--- src/rtl/slow_clk_pkg.sv ---
// Shared types and default parameters for the slow clock receiver.
// Used by slow_clk_receiver and its testbench.
package slow_clk_pkg;

    localparam int CNT_W_DEF       = 28;
    localparam int SYNC_STAGES_DEF = 2;
    localparam int TIMEOUT_DEF     = 200000000;

    typedef enum logic [1:0] {
        IDLE,
        MEASURE,
        LOST
    } state_e;

endpackage

--- src/rtl/bit_synchronizer.sv ---
// Multi-flop synchronizer for a single asynchronous bit.
// Synchronous active-low reset clears every stage.
module bit_synchronizer #(
    parameter int STAGES = 2
) (
    input  logic clk,
    input  logic rst_n,
    input  logic d_i,
    output logic q_o
);

    logic [STAGES-1:0] sync_q;

    always_ff @(posedge clk) begin
        if (!rst_n) begin
            sync_q <= '0;
        end else begin
            sync_q <= {sync_q[STAGES-2:0], d_i};
        end
    end

    assign q_o = sync_q[STAGES-1];

endmodule

--- src/rtl/slow_clk_receiver.sv ---
// Measures the rising-to-rising period of a slow asynchronous clock.
// Optional high-time output: define SLOW_CLK_RECEIVER_DUTY_EN.
module slow_clk_receiver
    import slow_clk_pkg::*;
#(
    parameter int CNT_W       = CNT_W_DEF,
    parameter int SYNC_STAGES = SYNC_STAGES_DEF,
    parameter int TIMEOUT     = TIMEOUT_DEF
) (
    input  logic             clk,
    input  logic             rst_n,
    input  logic             clk_div_in,
    output logic             tick,
    output logic [CNT_W-1:0] period,
    output logic             period_valid,
    output logic             lost
`ifdef SLOW_CLK_RECEIVER_DUTY_EN
    ,
    output logic [CNT_W-1:0] high_time
`endif
);

    localparam logic [CNT_W-1:0] CNT_LAST = CNT_W'(TIMEOUT - 1);

    logic             sync_out;
    logic             edge_q;
    logic             prev_q;
    logic             rise;
    state_e           state_q;
    logic [CNT_W-1:0] cnt_q;
    logic [CNT_W-1:0] cnt_d;
    logic [CNT_W-1:0] period_q;
    logic             tick_q;
    logic             pv_q;
    logic             lost_q;

    bit_synchronizer #(
        .STAGES (SYNC_STAGES)
    ) u_sync (
        .clk   (clk),
        .rst_n (rst_n),
        .d_i   (clk_div_in),
        .q_o   (sync_out)
    );

    // edge_q is the edge-detect stage; prev_q holds its previous value
    assign rise  = edge_q & ~prev_q;
    assign cnt_d = cnt_q + CNT_W'(1);

    always_ff @(posedge clk) begin
        if (!rst_n) begin
            edge_q   <= 1'b0;
            prev_q   <= 1'b0;
            state_q  <= IDLE;
            cnt_q    <= '0;
            period_q <= '0;
            tick_q   <= 1'b0;
            pv_q     <= 1'b0;
            lost_q   <= 1'b0;
        end else begin
            edge_q <= sync_out;
            prev_q <= edge_q;
            tick_q <= rise;
            pv_q   <= 1'b0;
            unique case (state_q)
                IDLE: begin
                    cnt_q <= '0;
                    if (rise) begin
                        state_q <= MEASURE;
                    end
                end
                MEASURE: begin
                    if (rise) begin
                        cnt_q    <= '0;
                        period_q <= cnt_d;
                        pv_q     <= 1'b1;
                    end else if (cnt_q == CNT_LAST) begin
                        cnt_q   <= '0;
                        state_q <= LOST;
                        lost_q  <= 1'b1;
                    end else begin
                        cnt_q <= cnt_d;
                    end
                end
                LOST: begin
                    cnt_q <= '0;
                    if (rise) begin
                        state_q <= MEASURE;
                        lost_q  <= 1'b0;
                    end
                end
                default: begin
                    cnt_q   <= '0;
                    state_q <= IDLE;
                end
            endcase
        end
    end

    assign tick         = tick_q;
    assign period       = period_q;
    assign period_valid = pv_q;
    assign lost         = lost_q;

`ifdef SLOW_CLK_RECEIVER_DUTY_EN
    logic [CNT_W-1:0] hcnt_q;
    logic [CNT_W-1:0] hcnt_d;
    logic [CNT_W-1:0] high_q;

    assign hcnt_d = hcnt_q + CNT_W'(edge_q);

    // Window matches period: the cycle after one edge through the next edge
    always_ff @(posedge clk) begin
        if (!rst_n) begin
            hcnt_q <= '0;
            high_q <= '0;
        end else if (state_q == MEASURE) begin
            if (rise) begin
                high_q <= hcnt_d;
                hcnt_q <= '0;
            end else begin
                hcnt_q <= hcnt_d;
            end
        end else begin
            hcnt_q <= '0;
        end
    end

    assign high_time = high_q;
`endif

endmodule

--- config.mk ---
export PLATFORM = sky130hd
export DESIGN_NAME = slow_clk_receiver
export DESIGN_NICKNAME = d
export VERILOG_FILES = /design/src/rtl/slow_clk_pkg.sv /design/src/rtl/bit_synchronizer.sv /design/src/rtl/slow_clk_receiver.sv
export SDC_FILE = /design/constraint.sdc
export NUM_CORES = 1
export LEC_CHECK = 0
export ABC_AREA = 1
export BUFFER_PORTS_ARGS = -buffer_cell sky130_fd_sc_hd__buf_2
export CAP_MARGIN = 25
export CORE_MARGIN = 2
export CORE_UTILIZATION = 60
export CTS_BUF_LIST = sky130_fd_sc_hd__clkbuf_2
export CTS_CLUSTER_DIAMETER = 40
export CTS_CLUSTER_SIZE = 20
export DETAILED_ROUTE_END_ITERATION = 6
export PLACE_DENSITY = 0.86
export SLEW_MARGIN = 20
export SYNTH_ARGS = -nofsm -noshare
export SYNTH_HDL_FRONTEND = slang
export SYNTH_SLANG_ARGS = --single-unit
--- constraint.sdc ---
create_clock -name clk -period 1.71 [get_ports clk]
set_input_delay 0.0855 -clock clk [delete_from_list [all_inputs] [get_ports clk]]
set_output_delay 0.0855 -clock clk [all_outputs]
set_load 0.02 [all_outputs]
==> metrics.md <==
| Metric | Value |
|---|---|
| Power share of the clock group | `0.357` |
| Static leakage power | `1.54 nW` |
| Iter 0 DRT Violations | `166` |
| Clock H-tree levels | `3` |
| Maximum number of pins on one net before global-route repair | `28` |
| Initial antenna violation count | `0` |
| Required @ worst endpoint | `2090 ps` |
| Number of buffers between clock root and the deepest sink | `2` |
| Clock transition at the registers of the reported paths | `180 ps` |
| Count of max-cap constraint violations | `0` |
| Crit path time final | `1600 ps` |
| Drt first pass iters | `4` |
| Instance area after placement | `3230 um2` |
| Minimum hold slack | `429 ps` |
| # IOs | `34` |
| First-pass GRT wire length | `11300 um` |
| Number of sinks on the clock net | `65` |
| Start point of the worst min-delay path | `u_sync.sync_q[1]` |
| Max Fanout on Critical Path | `17` |
| Area of all placed cells without fillers | `3390 um2` |
| Power per standard cell area | `730 nW/um2` |
| Number of buffers inserted during clock tree synthesis | `9` |
| Number of enable-type register cells in the synthesized netlist | `0` |
| Number of warnings printed during yosys synthesis | `0` |
| Number of design rule violations left after detail routing | `0` |
| Max Slew Vio Count | `0` |
| Dominant combinational cell family by area after synthesis | `simple AND/OR/NAND/NOR gates` |
| Share of final-layout standard cells stronger than drive strength 1 | `0.158` |
| Cell-by-cell trace of the critical path | `ha_2 > nand3_2 > inv_1 > nand2_4 > nor2_4 > nand2_2 > nand3_4 > buf_12 > nor2_1` |
| Main synth FF type | `dfxtp_1` |
| Startpoint class of the critical path | `register` |
| Post-Synth Simple-Gate Area | `0.352` |
| Remaining number of nets flagged by the antenna check after routing | `0` |
| Core region area | `4720 um2` |
| Layout filler cell count | `393` |
| Critical path startpoint | `cnt_q[0]` |
| Post-synthesis compound-gate area fraction | `0.0677` |
| Synth Area in Adders | `0.00423` |
| HPWL reported at the end of detailed placement | `4930 um` |
| Crit Reg-Reg Startpoint | `cnt_q[0]` |
| Global routing usage summed across all routing layers | `0.274` |
| Hold Vio Cnt, Final | `0` |
| Area of the die | `5510 um2` |
| Crit-path leading delay family | `simple AND/OR/NAND/NOR gates` |
| Clock tree from TritonCTS | `done` |
| Share of total power consumed by net switching | `0.233` |
| Buffer type at the clock tree root | `clkbuf_2` |
| Vias in the first global route | `2489` |
| Critical path buffers and inverters | `2` |
| Total via count in the routed design | `2714` |
| Register bit total from synthesis | `65` |
| Share of synthesized area occupied by flip-flops and latches | `0.440` |
| Footprint of the multi-input gates | `1370 um2` |
| Critical Path Max Stage Delay | `380 ps` |
| Worst setup path class | `register to register` |
| Post-DR wirelength/cell | `12.2 um` |
| Input/output buffers | `33` |
| Crit share post-route | `0.933` |
| Mux cell area share after synthesis | `0` |
| Nature of the critical path endpoint | `register` |
| Combined flip-flop and latch cell area | `1310 um2` |
| Worst VDD drop | `517 uV` |
| Data arrival time at the worst-slack endpoint | `1980 ps` |
| Xor/xnor share of the synthesized area | `0.0355` |
| Most common library cell in the layout ignoring fill and taps | `nand2_1` |
| Commonest cells after routing, fill and taps aside | `108 x nand2_1, 94 x nor2_1, 62 x dfxtp_1` |
| Net count after synthesis | `439` |
| Rel. slew slack | `0.800` |
| Horizontal die dimension | `74.2 um` |
| Psw | `0.577 mW` |
| Class of the tightest hold or removal check | `register to register` |
| Number of nets in the final layout | `485` |
| Worst-Margin Slew | `299 ps` |
| Post-Synthesis Cells | `435` |
| Number of vias per cell | `4.91` |
| # rows | `25` |
| RePlAce Congestion | `0.934` |
| Total global routing overflow | `0` |
| Post-Syn Area | `2960 um2` |
| Internal power | `1.89 mW` |
| Gate power share | `0.025` |
| Max Clk Rate | `626 MHz` |
| Number of distinct library cells after synthesis | `24` |
| Growth of design area from synthesis to finish | `14.5%` |
| Async set or reset register ratio after synthesis | `0` |
| Initial Utilization | `0.626` |
| Fin Clk Skew | `26.1 ps` |
| Post-Synthesis Mean Instance Area | `6.80 um2` |
| Routed Wire Length | `6730 um` |
| Clock latency of the later-clocked register in the worst-skew pair | `500 ps` |
| Vertical die dimension | `74.2 um` |
| Final setup violation count | `0` |
| Reg power frac | `0.618` |
| Slowest cell on the critical path | `dfxtp_2` |
| Run status | `finished clean` |
| # diodes | `0` |
==> registers in the layout, summed over array words and instances, names as in the netlist <==
signal,cells
lost,1
tick,1
period_valid,1
state_q,2
period,28
edge_q,1
prev_q,1
u_sync.sync_q,2
cnt_q,28
==> cell families (layout without fill, tap and decap cells) <==
kind of cell,count (synthesis),in the layout
and+or+nand+nor,246,246
buffers and inverters,73,124
DFF,65,65
AOI/OAI and AO/OA,38,38
xor gates and xnor gates,12,12
adders and majority gates,1,1
==> layer usage <==
layer	global-route usage	share of wire	up-vias
met5	0	0	-
li1	-	-	1420
met4	0.107	0.012	0
met3	0.0705	0.057	9
met2	0.435	0.47	73
met1	0.359	0.46	1212
==> final cells by class <==
type | instances | share of cell area
Clock inverter | 4 | 0.0129
Sequential cell | 65 | 0.385
Inverter | 63 | 0.0698
Multi-Input combinational cell | 297 | 0.403
Timing Repair Buffer | 45 | 0.0861
Tap cell | 67 | 0.0248
Clock buffer | 12 | 0.0177
==> worst reg2reg max path, stage by stage, from the launching register on <==
cell and delay (ps):
dfxtp_2 380, ha_2 210, nand3_2 130, inv_1 120, nand2_4 90, nor2_4 150
nand2_2 80, nand3_4 110, buf_12 160, nor2_1 50
==> worst paths after layout <==
check	to	slack [ps]	depth (start not counted)
max	cnt_q[15]	110	9
max reg2reg	cnt_q[15]	110	9
min reg2reg	edge_q	430	2
min	edge_q	430	2
==> cell usage after synthesis (7+ instances only) <==
master | count | share of area
xor2_1 | 8 | 0.024
dfxtp_1 | 65 | 0.44
nand3b_1 | 7 | 0.018
o21ai_0 | 12 | 0.020
nand2_1 | 108 | 0.14
nor2_1 | 94 | 0.12
inv_1 | 61 | 0.077
nand3_1 | 20 | 0.034
a21oi_1 | 20 | 0.034
nor2_2 | 7 | 0.015
==> power by group through the flow <==
stage	clock [mW]	sequential, mW	combinational (mW)
floorplan	0	1.56	0.0306
global placement	0	1.56	0.0553
detailed placement	0	1.56	0.0564
CTS	0.907	1.53	0.0617
global route	0.962	1.53	0.0690
finish	0.881	1.53	0.0629
==> repair_timing <==
item / CTS / global route
setup endpoints to repair: 0 / 32
setup buffers: 0 / 1
hold buffers: 3 / 0
endpoints found under the hold margin: 7 / 0
gates resized for setup: 0 / 6
==> stage by stage <==
stage	cells	utilization	setup WS, ps	setup TNS (ps)	power, mW
6_report	553	0.717	114	0	2.47
3_3_place_gp	533	0.684	145	0	1.61
4_1_cts	552	0.712	44.8	0	2.50
2_1_floorplan	435	-	251	0	1.59
3_5_place_dp	533	0.684	100	0	1.62
5_1_grt	553	0.717	-3.57	-3.57	2.56
(Power assumes the default switching activity.)
